`src/rtl/ov7670_capture_scaled.sv`:
```
// OV7670 byte-stream capture: assembles two-byte pixels, converts them to RGB444,
// decimates by 1/2/4 on both axes and writes them into a frame buffer of DEPTH words.
module ov7670_capture_scaled #(
  parameter int H_ACT  = 640,
  parameter int V_ACT  = 480,
  parameter int ADDR_W = 17,
  parameter int DEPTH  = 76800
) (
  input  logic              pclk,
  input  logic              resetn,
  input  logic              vsync,
  input  logic              href,
  input  logic [7:0]        d,
  input  logic [1:0]        fmt,
  input  logic [1:0]        dec,
  output logic [ADDR_W-1:0] addr,
  output logic [11:0]       dout,
  output logic              we,
  output logic              frame_done,
  output logic [7:0]        frame_cnt,
  output logic [2:0]        err
);

  localparam logic [1:0] S_SYNC   = 2'd0;
  localparam logic [1:0] S_BLANK  = 2'd1;
  localparam logic [1:0] S_ACTIVE = 2'd2;

  localparam int COL_W = $clog2(H_ACT + 1) + 1;
  localparam int ROW_W = $clog2(V_ACT + 1) + 1;

  function automatic logic [11:0] map_pix(input logic [1:0] f, input logic [7:0] b1,
                                          input logic [7:0] b2);
    case (f)
      2'd1:    map_pix = {b1[3:0], b2};
      2'd2:    map_pix = {b1[7:4], b1[7:4], b1[7:4]};
      default: map_pix = {b1[7:4], b1[2:0], b2[7], b2[4:1]};
    endcase
  endfunction

  function automatic logic [1:0] dec_mask(input logic [1:0] dc);
    case (dc)
      2'd0:    dec_mask = 2'd0;
      2'd1:    dec_mask = 2'd1;
      default: dec_mask = 2'd3;
    endcase
  endfunction

  logic [1:0]        state_q, state_d;
  logic [ADDR_W-1:0] addr_q, addr_d;
  logic [ADDR_W:0]   ptr_q, ptr_d;
  logic [11:0]       dout_q, dout_d;
  logic              we_q, we_d;
  logic              done_q, done_d;
  logic [7:0]        cnt_q, cnt_d;
  logic [2:0]        err_q, err_d;
  logic              phase_q, phase_d;
  logic [COL_W-1:0]  col_q, col_d;
  logic [ROW_W-1:0]  row_q, row_d;
  logic [1:0]        fmt_l_q, fmt_l_d;
  logic [1:0]        dec_l_q, dec_l_d;
  logic              href_q;
  logic [7:0]        b1_q, b1_d;
  logic              keep;

  // A pixel is kept only on columns and rows that are multiples of the decimation factor.
  assign keep = ((col_q & COL_W'(dec_mask(dec_l_q))) == '0) &&
                ((row_q & ROW_W'(dec_mask(dec_l_q))) == '0);

  always_comb begin
    state_d = state_q;
    addr_d  = addr_q;
    ptr_d   = ptr_q;
    dout_d  = dout_q;
    we_d    = 1'b0;
    done_d  = 1'b0;
    cnt_d   = cnt_q;
    err_d   = err_q;
    phase_d = phase_q;
    col_d   = col_q;
    row_d   = row_q;
    fmt_l_d = fmt_l_q;
    dec_l_d = dec_l_q;
    b1_d    = b1_q;
    case (state_q)
      S_SYNC: begin
        if (vsync) state_d = S_BLANK;
      end
      S_BLANK: begin
        if (!vsync) begin
          state_d = S_ACTIVE;
          fmt_l_d = fmt;
          dec_l_d = dec;
          addr_d  = '0;
          ptr_d   = '0;
          col_d   = '0;
          row_d   = '0;
          phase_d = 1'b0;
          err_d   = '0;
        end
      end
      S_ACTIVE: begin
        if (vsync) begin
          state_d = S_BLANK;
          done_d  = 1'b1;
          cnt_d   = cnt_q + 8'd1;
          phase_d = 1'b0;
          col_d   = '0;
        end else if (href) begin
          if (!phase_q) begin
            b1_d    = d;
            phase_d = 1'b1;
          end else begin
            phase_d = 1'b0;
            if (col_q != '1) col_d = col_q + 1'b1;
            if (keep) begin
              if (ptr_q < (ADDR_W+1)'(DEPTH)) begin
                we_d   = 1'b1;
                addr_d = ptr_q[ADDR_W-1:0];
                ptr_d  = ptr_q + 1'b1;
                dout_d = map_pix(fmt_l_q, b1_q, d);
              end else begin
                err_d[2] = 1'b1;
              end
            end
          end
        end else if (href_q) begin
          if (phase_q) err_d[0] = 1'b1;
          if (col_q != COL_W'(H_ACT)) err_d[1] = 1'b1;
          phase_d = 1'b0;
          col_d   = '0;
          row_d   = row_q + 1'b1;
        end
      end
      default: state_d = S_SYNC;
    endcase
  end

  always_ff @(posedge pclk or negedge resetn) begin
    if (!resetn) begin
      state_q <= S_SYNC;
      addr_q  <= '0;
      ptr_q   <= '0;
      dout_q  <= '0;
      we_q    <= 1'b0;
      done_q  <= 1'b0;
      cnt_q   <= '0;
      err_q   <= '0;
      phase_q <= 1'b0;
      col_q   <= '0;
      row_q   <= '0;
      fmt_l_q <= '0;
      dec_l_q <= '0;
      href_q  <= 1'b0;
    end else begin
      state_q <= state_d;
      addr_q  <= addr_d;
      ptr_q   <= ptr_d;
      dout_q  <= dout_d;
      we_q    <= we_d;
      done_q  <= done_d;
      cnt_q   <= cnt_d;
      err_q   <= err_d;
      phase_q <= phase_d;
      col_q   <= col_d;
      row_q   <= row_d;
      fmt_l_q <= fmt_l_d;
      dec_l_q <= dec_l_d;
      href_q  <= href;
    end
  end

  // First byte of a pixel is pure data and needs no reset.
  always_ff @(posedge pclk) begin
    b1_q <= b1_d;
  end

  assign addr       = addr_q;
  assign dout       = dout_q;
  assign we         = we_q;
  assign frame_done = done_q;
  assign frame_cnt  = cnt_q;
  assign err        = err_q;

endmodule
```
`config.mk`:
```
export PLATFORM = sky130hd
export DESIGN_NAME = ov7670_capture_scaled
export DESIGN_NICKNAME = d
export VERILOG_FILES = /design/src/rtl/ov7670_capture_scaled.sv
export SDC_FILE = /design/constraint.sdc
export NUM_CORES = 1
export LEC_CHECK = 0
export CAP_MARGIN = 20
export CORE_UTILIZATION = 35
export CTS_CLUSTER_DIAMETER = 80
export CTS_CLUSTER_SIZE = 24
export DETAILED_ROUTE_END_ITERATION = 8
export PLACE_DENSITY_LB_ADDON = 0.2
export SYNTH_ARGS = -nofsm -noshare
export SYNTH_HDL_FRONTEND = slang
export SYNTH_SLANG_ARGS = --single-unit
export TNS_END_PERCENT = 1
```
`constraint.sdc`:
```
create_clock -name pclk -period 3.9 [get_ports pclk]
set_input_delay 0.585 -clock pclk [delete_from_list [all_inputs] [get_ports pclk]]
set_output_delay 0.585 -clock pclk [all_outputs]
set_load 0.05 [all_outputs]
```
# Yosys cells after proc, flatten, opt, wreduce, memory -nomap -nowiden
# Index checks and enable logic that the tools add are counted.
dict set report totals {
  register_bits 97
  input_bits 16
  output_inout_bits 42
  word_cells 122
}
dict set report op_classes {
  addsub 4
  magnitude_cmp 1
  n_eq_ne 21
  muxes 56
  n_bitwise 4
  reduce_logical 19
}
# cell count
set ops {}
lappend ops {{2-to-1 mux 18 bit} 6}
lappend ops {{2-to-1 mux 17 bit} 6}
lappend ops {{2-to-1 mux 11 bit} 6}
lappend ops {{2-to-1 mux 10 bit} 4}
lappend ops {{case mux 18 bit (2 select lines)} 1}
lappend ops {{case mux 17 bit (2 select lines)} 1}
lappend ops {{case mux 12 bit (2 select lines)} 1}
lappend ops {{case mux 11 bit (2 select lines)} 1}
lappend ops {{inequality test 2 bit (second input constant)} 10}
lappend ops {{case mux 10 bit (2 select lines)} 1}
lappend ops {{2-to-1 mux 1 bit} 19}
lappend ops {{adder 18 x 1 -> 18 bit (second input constant)} 1}
lappend ops {{less-than comparator 18 x 17 -> 1 bit (second input constant)} 1}
lappend ops {{AND reduction 6 bit} 3}
lappend ops {{AND reduction 7 bit} 2}
lappend ops {{inequality test 4 bit (second input constant)} 3}
lappend ops {{adder 11 x 1 -> 11 bit (second input constant)} 1}
lappend ops {{AND 11 x 2 -> 11 bit} 1}
lappend ops {{logical NOT 11 bit} 1}
lappend ops {{inequality test 11 x 10 -> 1 bit (second input constant)} 1}
lappend ops {{inequality test 11 bit (second input constant)} 1}
lappend ops {{adder 10 x 1 -> 10 bit (second input constant)} 1}
lappend ops {{AND 10 x 2 -> 10 bit} 1}
lappend ops {{logical NOT 10 bit} 1}
lappend ops {{other kinds (18)} 31}

# Longest topological paths before layout
# Gate-level depths: netlist (run 1).
dict set report depth {
  word_depth 10
  depth_mapped 11
  depth_no_buf 8
}

# Worst setup path before layout (run 1)
# No wires, ideal clock.
dict set report synth_timing {
  path_kind {input to register}
  start {in vsync}
  end {reg col_q[7]}
  setup_time_ns 0.122
  arrival_ns 1.729
  required_ns 3.778
  setup_slack_ns 2.050
  cell_stages 5
  n_path_buf 1
  path_cell_list {buf_4 > nand2b_1 > o311ai_4 > o21bai_1 > a32o_1}
}
dict set report synth_via {
  elab_chain_cells 2
  word_cells_on_any_way 7
  classes_between {eq/ne (4); mux (2); reduce/logical (1)}
}
# element line
set synth_rtl {}
lappend synth_rtl {{start: declaration} 11} ;# input logic vsync,
lappend synth_rtl {{inequality test 4 bit (no source line), or another cell as far along} -}
lappend synth_rtl {{AND reduction 5 bit (no source line) or case mux 11 bit (2 select lines) (tied branches)} -}
lappend synth_rtl {{end signal: assignment} 164} ;# col_q <= col_d;
lappend synth_rtl {{end: declaration} 57} ;# logic [COL_W-1:0] col_q, col_d;
# Parallel ways exist; a longest one is shown, timed or not.
# A chain may end at the register's enable or synchronous reset.

# Final worst setup path (run 1)
dict set report layout_timing {
  start {in vsync}
  end {reg ptr_q[14]}
}
dict set report layout_via {
  elab_chain_cells 2
  word_cells_on_any_way 3
  classes_between {eq/ne (2); reduce/logical (1)}
}
# element line
set layout_rtl {}
lappend layout_rtl {{inequality test 2 bit (no source line)} -}
lappend layout_rtl {{AND reduction 7 bit (no source line) *} -}
lappend layout_rtl {{end signal: assignment} 157} ;# ptr_q <= ptr_d;
lappend layout_rtl {{end: declaration} 50} ;# logic [ADDR_W:0] ptr_q, ptr_d;
# Every way passes the cells marked *; elsewhere a longest branch is shown, timed or not.

==> flow_metrics.env, run 1 <==
export IMPL_run_status="complete, but fails checks"
export IMPL_violations="DRC"
export IMPL_dp_cells=617
export IMPL_layout_drive_gt1_share_pct=6.31
export IMPL_core_rowCount=39
export IMPL_ys_types=55
export IMPL_cp_top_family="buffers and inverters"
export IMPL_p_sw_uw=940
export IMPL_grt_max_degree=82
export IMPL_fin_crit_sh_pct=66.1
export IMPL_critPathMaxStageDelay_ns=0.64
export IMPL_endpoint_kind="flip-flop"
export IMPL_finalClockSkew_ns=0.00593
export IMPL_vias_per_cell=5.26
export IMPL_cts_sinks=89
export IMPL_synthTopCellsByArea="dfrtp_1, nand2_1, edfxtp_1"
export IMPL_clkPwrFrac_pct=28.5
export IMPL_yosysSeqAreaShare_pct=53.5
export IMPL_die_w_um=112
export IMPL_nets=511
export IMPL_ir_drop_mv=0.370
export IMPL_required_ns=4.16
export IMPL_numPortBuffers=57
export IMPL_clockBufferDepth=2
export IMPL_initial_utilization_pct=36.5
export IMPL_worstPathArrival_ns=2.84
export IMPL_layout_commonest_cell="dfrtp_1"
export IMPL_avgSynthCellArea_um2=9.74
export IMPL_drtIter0Drc=158
export IMPL_setup_tns_ns=0
export IMPL_max_cap_violations=0
export IMPL_power_density_nw_per_um2=520
export IMPL_final_hold_violation_count=0
export IMPL_path_class="primary input to flip-flop"
export IMPL_insertion_delay_ns=0.34
export IMPL_gr_usage_all_layers_pct=15.7
export IMPL_fmax_ghz=0.388
export IMPL_ys_warnings_count=0
export IMPL_dr_pass1_iters=8
export IMPL_slew_viol_final=0
export IMPL_cts_resized=0
export IMPL_worstSetupStartpointType="primary input"
export IMPL_cp_slowest_cell="clkdlybuf4s50_1"
export IMPL_p_sw_share_pct=34.9
export IMPL_grt_pass1_vias=3305
export IMPL_layoutNonFillerInstCount=634
export IMPL_period_minus_slack_ns=2.58
export IMPL_pin_count=58
export IMPL_relSlewSlack_pct=47.7
export IMPL_rsz0062_at_grt="no"
export IMPL_cts_htree_levels=3
export IMPL_cts_hold_buf=0
export IMPL_cp_num_buf_inv=2
export IMPL_diodes=0
export IMPL_yosys_area_top_type="dfrtp_1"
export IMPL_hold_class="primary input to asynchronous set/reset pin"
export IMPL_wirelength_mm=9.16
export IMPL_p_seq_share_pct=40.3
export IMPL_vias=3335
export IMPL_async_flop_share_pct=91.0
export IMPL_fin_total_pwr_uw=2690
export IMPL_finish_utilization_pct=44.6
export IMPL_intPower_uw=1750
export IMPL_yosysTopAreaCellShare_pct=47.9
export IMPL_dieArea_um2=12500
export IMPL_routabilityCongestion=0.849
export IMPL_layout_common_cells="dfrtp_1, nand2_1, clkdlybuf4s50_1, nor2_1, o21ai_0"
export IMPL_grt_ovfl_total=0
export IMPL_synth_cells=435
export IMPL_drcViolationCount=7
export IMPL_grt_first_pass_wirelength_mm=15.7
export IMPL_synth_seq_cells=89
export IMPL_antenna_found_initial=0
export IMPL_die_y_um=112
export IMPL_tritoncts="yes"
export IMPL_dpl_hpwl_mm=6.24
export IMPL_worst_pin_slew_ns=0.783
export IMPL_post_cts_setup_buffer_count=0
export IMPL_cts_inserted_buffers=9
export IMPL_path_clk_slew_ns=0.06
export IMPL_setup_viol=0
export IMPL_areaGrowthSynthToFinish_pct=22.2
export IMPL_synth_nets=460
export IMPL_core_area_um2=11600
export IMPL_syn_area_um2=4240
export IMPL_critPathMaxFanout=39
export IMPL_clockRootBuffer="clkbuf_16"
export IMPL_ant_nets=0
export IMPL_synth_edf_count=8
export IMPL_dominantRegCellSynth="dfrtp_1"
export IMPL_p_comb_share_pct=31.2
export IMPL_crit_chain="clkdlybuf4s50_1 -> and3b_1 -> and4_4 -> nand2_2 -> inv_2 -> o21ai_0 -> a31oi_1"
export IMPL_p_leak_uw=0.00221
export IMPL_post_drt_wl_per_cell_um=14.4
## cell usage after synthesis, types with 2 or more instances
cell type / number
nand3_1: 29
o22ai_1: 2
nor3_1: 11
clkbuf_1: 8
o211ai_1: 2
dfrtp_1: 81
nand2b_1: 4
and4_1: 2
a221oi_1: 4
buf_6: 2
a22o_1: 3
buf_4: 4
o21bai_1: 2
xnor2_1: 12
buf_2: 7
a21oi_1: 23
a22oi_1: 8
and3_1: 4
inv_1: 10
or3_1: 3
nor2b_1: 5
a31oi_1: 3
nor4_1: 8
xor2_1: 2
edfxtp_1: 8
nand4_1: 8
nand2_1: 66
nor2_1: 43
o21ai_0: 30
a21o_1: 3
mux2_2: 6
ha_1: 9
## registers in the layout (all words and copies together) (netlist names), 2 cells and up
name,cells
ptr_q,18
addr,17
dout,12
col_q,11
b1_q,8
frame_cnt,8
err,3
dec_l_q,2
fmt_l_q,2
row_q,2
state_q,2
## per-stage QoR
| step | hold slack (ns) | area [um^2] | worst slack (ns) |
|---|---|---|---|
| finish | 0.210 | 5170 | 1.32 |
| CTS | 0.487 | 5150 | 1.32 |
| global route | 0.257 | 5170 | 1.07 |
| global placement | 0.464 | 4890 | 1.01 |
| detailed placement | 0.478 | 4890 | 0.949 |
| floorplan | 0.289 | 4240 | 2.05 |
## power groups by stage
stage	registers, uW	logic (uW)	clock network [uW]
after floorplan	1230	459	0
after global placement	1100	830	0
after detailed placement	1100	839	0
after CTS	1090	842	796
after global routing	1100	925	825
final	1090	840	767
## logic make-up after synthesis
logic type	synth area share (%)
compound gates	14.2
xor+xnor	2.90
fa+ha+maj	2.66
buf+inv	3.84
flops	53.5
mux	1.83
simple gates	21.0
## path summary, 6_finish.rpt
check / start / endpoint / slack (ns) / depth (start not counted)
min in group pclk: dout[0]$_DFFE_PN0P_ / dout[0]$_DFFE_PN0P_ / 0.48 / 2
max in group asynchronous: resetn / ptr_q[7]$_DFFE_PN0P_ / 3.10 / 2
setup / recovery: vsync / ptr_q[14]$_DFFE_PN0P_ / 1.32 / 7
setup reg to reg: state_q[0]$_DFFE_PN0P_ / ptr_q[14]$_DFFE_PN0P_ / 1.49 / 9
hold reg to reg: dout[0]$_DFFE_PN0P_ / dout[0]$_DFFE_PN0P_ / 0.48 / 2
hold / removal: resetn / state_q[1]$_DFFE_PN0P_ / 0.21 / 1
## metal layers
metal / vias up / GRT usage [%] / wire length, um
met1: 1633 / 20.5 / 4430
li1: 1638 / - / -
met3: 10 / 2.94 / 301
met2: 54 / 25.2 / 4270
met5: - / 0 / 0
met4: 0 / 7.38 / 155
## cell type report
| class | instances | area, um^2 |
|---|---|---|
| clock inverter | 4 | 20.0 |
| multi-input combinational | 313 | 1810 |
| tap | 143 | 179 |
| clock buffer | 12 | 236 |
| sequential | 89 | 2270 |
| fill | 1152 | 6440 |
| timing repair buffer | 62 | 626 |
| inverter | 11 | 41.3 |
Power figures use the tool's default switching activity.
==> inputs of run 2 (changes only) <==
==> constraint.sdc (replaced) <==
create_clock -name pclk -period 2.5 [get_ports pclk]
set_input_delay 0.375 -clock pclk [delete_from_list [all_inputs] [get_ports pclk]]
set_output_delay 0.375 -clock pclk [all_outputs]
set_load 0.05 [all_outputs]
==> flow_metrics.env, run 2 (synthesis gave the netlist of run 1 again) <==
export IMPL_run_status="complete, but fails checks"
export IMPL_violations="DRC"
export IMPL_dieArea_um2=12500
export IMPL_p_leak_uw=0.00228
export IMPL_grt_max_degree=47
export IMPL_core_rowCount=39
export IMPL_worstSetupStartpointType="flip-flop"
export IMPL_nets=521
export IMPL_power_density_nw_per_um2=836
export IMPL_gr_usage_all_layers_pct=16.0
export IMPL_drcViolationCount=6
export IMPL_initial_utilization_pct=36.5
export IMPL_grt_first_pass_wirelength_mm=16.0
export IMPL_core_area_um2=11600
export IMPL_ant_nets=0
export IMPL_worstPathArrival_ns=2.42
export IMPL_clockRootBuffer="clkbuf_16"
export IMPL_top_register="ptr_q"
export IMPL_relSlewSlack_pct=58.3
export IMPL_critPathMaxFanout=21
export IMPL_numPortBuffers=57
export IMPL_die_w_um=112
export IMPL_path_clk_slew_ns=0.06
export IMPL_hold_class="primary input to asynchronous set/reset pin"
export IMPL_setup_viol=0
export IMPL_final_hold_violation_count=0
export IMPL_r2r_start="state_q[0]$_DFFE_PN0P_"
export IMPL_post_cts_setup_buffer_count=0
export IMPL_max_cap_violations=0
export IMPL_pre_cts_slack_ns=0.178
export IMPL_setup_tns_ns=0
export IMPL_areaGrowthSynthToFinish_pct=25.4
export IMPL_cts_inserted_buffers=9
export IMPL_largest_reg_flops=18
export IMPL_grt_pass1_vias=3234
export IMPL_slew_viol_final=0
export IMPL_cts_hold_buf=0
export IMPL_die_y_um=112
export IMPL_drtIter0Drc=157
export IMPL_endpoint_kind="flip-flop"
export IMPL_n_fill_cell=1139
export IMPL_layout_commonest_cell="dfrtp_1"
export IMPL_layout_common_cells="dfrtp_1, nand2_1, clkdlybuf4s50_1, nor2_1, o21ai_0"
export IMPL_rsz0062_at_grt="no"
export IMPL_insertion_delay_ns=0.34
export IMPL_dp_cells=628
export IMPL_wirelength_mm=9.25
export IMPL_fmax_ghz=0.463
export IMPL_diodes=0
export IMPL_dpl_hpwl_mm=6.45
export IMPL_r2r_end="ptr_q[10]$_DFFE_PN0P_"
export IMPL_finalClockSkew_ns=0.00897
export IMPL_layout_drive_gt1_share_pct=8.58
export IMPL_layoutNonFillerInstCount=644
export IMPL_dr_pass1_iters=8
export IMPL_reg2reg_slack_ns=0.34
export IMPL_path_class="flip-flop to flip-flop"
export IMPL_reg2reg_depth=9
export IMPL_clockBufferDepth=2
export IMPL_antenna_found_initial=0
export IMPL_grt_ovfl_total=0
export IMPL_worst_pin_slew_ns=0.621
export IMPL_setup_ws_ns=0.339
export IMPL_ir_drop_mv=0.629
export IMPL_pin_count=58
export IMPL_required_ns=2.75
export IMPL_cts_sinks=89
export IMPL_vias_per_cell=5.13
export IMPL_cts_htree_levels=3
export IMPL_fin_crit_sh_pct=86.5
export IMPL_period_minus_slack_ns=2.16
export IMPL_routabilityCongestion=0.787
export IMPL_cts_resized=0
export IMPL_post_drt_wl_per_cell_um=14.4
export IMPL_tritoncts="yes"
export IMPL_vias=3304
==> run 2: final cells by class <==
type	count	area (um^2)	area share, %
sequential	89	2270	42.7
multi-input combinational	313	1810	34.0
timing repair buffer	72	706	13.3
clock buffer	10	229	4.31
tap	143	179	3.37
clock inverter	6	82.6	1.56
inverter	11	41.3	0.778
==> run 2: power breakdown <==
part           switching, uW  internal [uW]  leakage (uW)
clock                    548            869      0.000144
combinational            829            500      0.000956
sequential              99.2           1590       0.00118
total                   1480           2960       0.00228
==> run 2: worst max path at each step <==
stage | from | endpoint | cells past startpoint
finish | state_q[0]$_DFFE_PN0P_ | ptr_q[10]$_DFFE_PN0P_ | 9
global placement | vsync | ptr_q[10]$_DFFE_PN0P_ | 8
CTS | state_q[0]$_DFFE_PN0P_ | ptr_q[10]$_DFFE_PN0P_ | 9
global route | state_q[0]$_DFFE_PN0P_ | ptr_q[2]$_DFFE_PN0P_ | 9
floorplan | state_q[0]$_DFFE_PN0P_ | dout[10]$_DFFE_PN0P_ | 10
detailed placement | vsync | ptr_q[3]$_DFFE_PN0P_ | 8
==> run 2: per-layer routing <==
layer	vias to the layer above	share of wire (%)	track usage, %
met5	-	0	0
met3	2	3.6	3.92
met2	60	47	24.5
li1	1654	-	-
met1	1588	49	22.3
met4	0	0.45	5.16
==> run 2: through the flow <==
stage	total power, uW	area, um^2	hold WS, ns	utilization [%]
after global placement	3040	5000	0.407	43.0
final	4440	5310	0.0286	45.7
after global routing	4710	5310	0.0763	45.7
after floorplan	2640	4240	0.0794	-
after detailed placement	3060	5000	0.421	43.0
after CTS	4490	5310	0.0523	45.7
==> run 2: critical path: stages, from the launching register on <==
cell,delay (ns)
dfrtp_1,0.38
inv_1,0.10
ha_1,0.19
and3b_1,0.32
and4_4,0.28
nand2_2,0.08
inv_2,0.27
buf_4,0.23
a21oi_1,0.07
a21oi_1,0.15
==> edit (config.mk and constraints of run 1) <==
Set the parameter `ADDR_W` to 34 (it was 17).
--- a/src/rtl/ov7670_capture_scaled.sv
+++ b/src/rtl/ov7670_capture_scaled.sv
@@ -4,5 +4,5 @@
   parameter int H_ACT  = 640,
   parameter int V_ACT  = 480,
-  parameter int ADDR_W = 17,
+  parameter int ADDR_W = 34,
   parameter int DEPTH  = 76800
 ) (
Ports: changed (resized addr); port bits go from 58 to 75. The function was not compared with the original's and may differ.
==> edit against run 1 <==
Largest cell class unchanged; sequential cell count rose by 34; wire length rose by 31%; synthesized area rose by 31%; sequential power rose by 33%; total power rose by 52%; via count rose by 21%; clock skew rose by 0.0031 ns; count of clock-buffer cells in the layout rose by 7; final area rose by 37%; setup slack got worse by 0.25 ns; highest routed layer unchanged.
==> edit: results (changes against run 1) <==
[outcome]
outcome=complete, no violations  ; was complete, but fails checks

[timing]
fin_crit_ns=2.830  ; was 2.580 ns
clock_skew_ns=0.009060  ; was 0.005932 ns
tightest_slew_ns=1.007  ; was 0.7830 ns

[synth]
synthArstFlopShare_pct=93.50  ; was 91.01%
yosysSeqAreaShare_pct=56.20  ; was 53.53%
synth.distinct_cells=59  ; was 55
netlist_top_cells_area=dfrtp_1, nand2_1, edfxtp_1  ; unchanged
netlist_top_cells_count=dfrtp_1, nand2_1, nand3_1  ; was dfrtp_1, nand2_1, nor2_1
synth_fp_nets=529  ; was 460

[die]
rows=45  ; was 39

[place]
gp_congestion=0.8167  ; was 0.8490
dp_hpwl_mm=8.193  ; was 6.239 mm
io_buffers=74  ; was 57
place_ws_ns=0.6523  ; was 0.9494 ns

[cells_and_area]
drive_gt1_share_pct=13.09  ; was 6.314%

[cts]
h-tree-depth=4  ; was 3
cts_buffers=17  ; was 9
insertion_delay_ns=0.42  ; was 0.34 ns
post_cts_resize_count=0  ; unchanged

[critical_path]
crit_fanout=28  ; was 39
r2r-end=ptr_q[11]  ; was ptr_q[14]
slowest_stage=or4_1  ; was clkdlybuf4s50_1
cpLargestDelayFamily=simple AND/OR/NAND/NOR gates  ; was buffers and inverters
reg2regPathDepth=7  ; was 9
crit_start=href  ; was vsync

[route]
firstDrtPassIters=4  ; was 8
drt-initial-drc-count=255  ; was 158
avgViaCountPerCell=4.989  ; was 5.260

[global_routing]
grt_usage_pct=16.04  ; was 15.68%

[power]
ir_worst_vdd_uv=323.4  ; was 369.9 uV
leakagePower_nw=3.150  ; was 2.209 nW

[edit: cell count changes after synthesis, moves of 9 or more]
cell	before	now
nor2b_1	5	20
and2_1	1	22
dfrtp_1	81	115
nor2_1	43	26
nor3_1	11	1
mux2_4	0	9
[edit: kinds of logic (layout without fill, tap and decap cells)]
logic type	after synthesis	in the layout	synth area share [%]
adder cells (fa/ha/maj)	9	9	2.030
buffers and inverters	37	129	3.203
AND/OR/NAND/NOR	214	214	20.91
flip-flops	123	123	56.20
multiplexers	23	23	5.142
AO/OA/AOI/OAI	84	84	10.31
XOR/XNOR	14	14	2.210
[edit: routing by layer]
metal  GRT usage (%)  share of wire [%]
met4           7.751                2.2
met3           4.090                4.7
met1           21.58                 48
met5               0                  0
met2           24.10                 45
[edit: worst min path at each step]
stage,startpoint,endpoint,slack [ns],depth (start not counted)
after global placement,addr[3],addr[3],0.46,2
after detailed placement,addr[3],addr[3],0.45,2
final,resetn,col_q[4],0.32,1
after global routing,resetn,col_q[4],0.40,1
after floorplan,resetn,addr[0],0.29,0
after CTS,resetn,col_q[4],0.37,1
[edit: layout make-up]
class | count | area, um2
fill | 1463 | 8224
sequential | 123 | 3118
multi-input combinational | 344 | 2252
timing repair buffer | 84 | 813.3
clock buffer | 19 | 452.9
tap | 211 | 264.0
clock inverter | 13 | 141.4
inverter | 13 | 48.80
[edit: report_power, final]
| group | switching [mW] | internal, mW | total (mW) |
|---|---|---|---|
| Clock | 0.587 | 0.976 | 1.56 |
| Sequential | 0.0740 | 1.38 | 1.45 |
| Combinational | 0.701 | 0.364 | 1.07 |
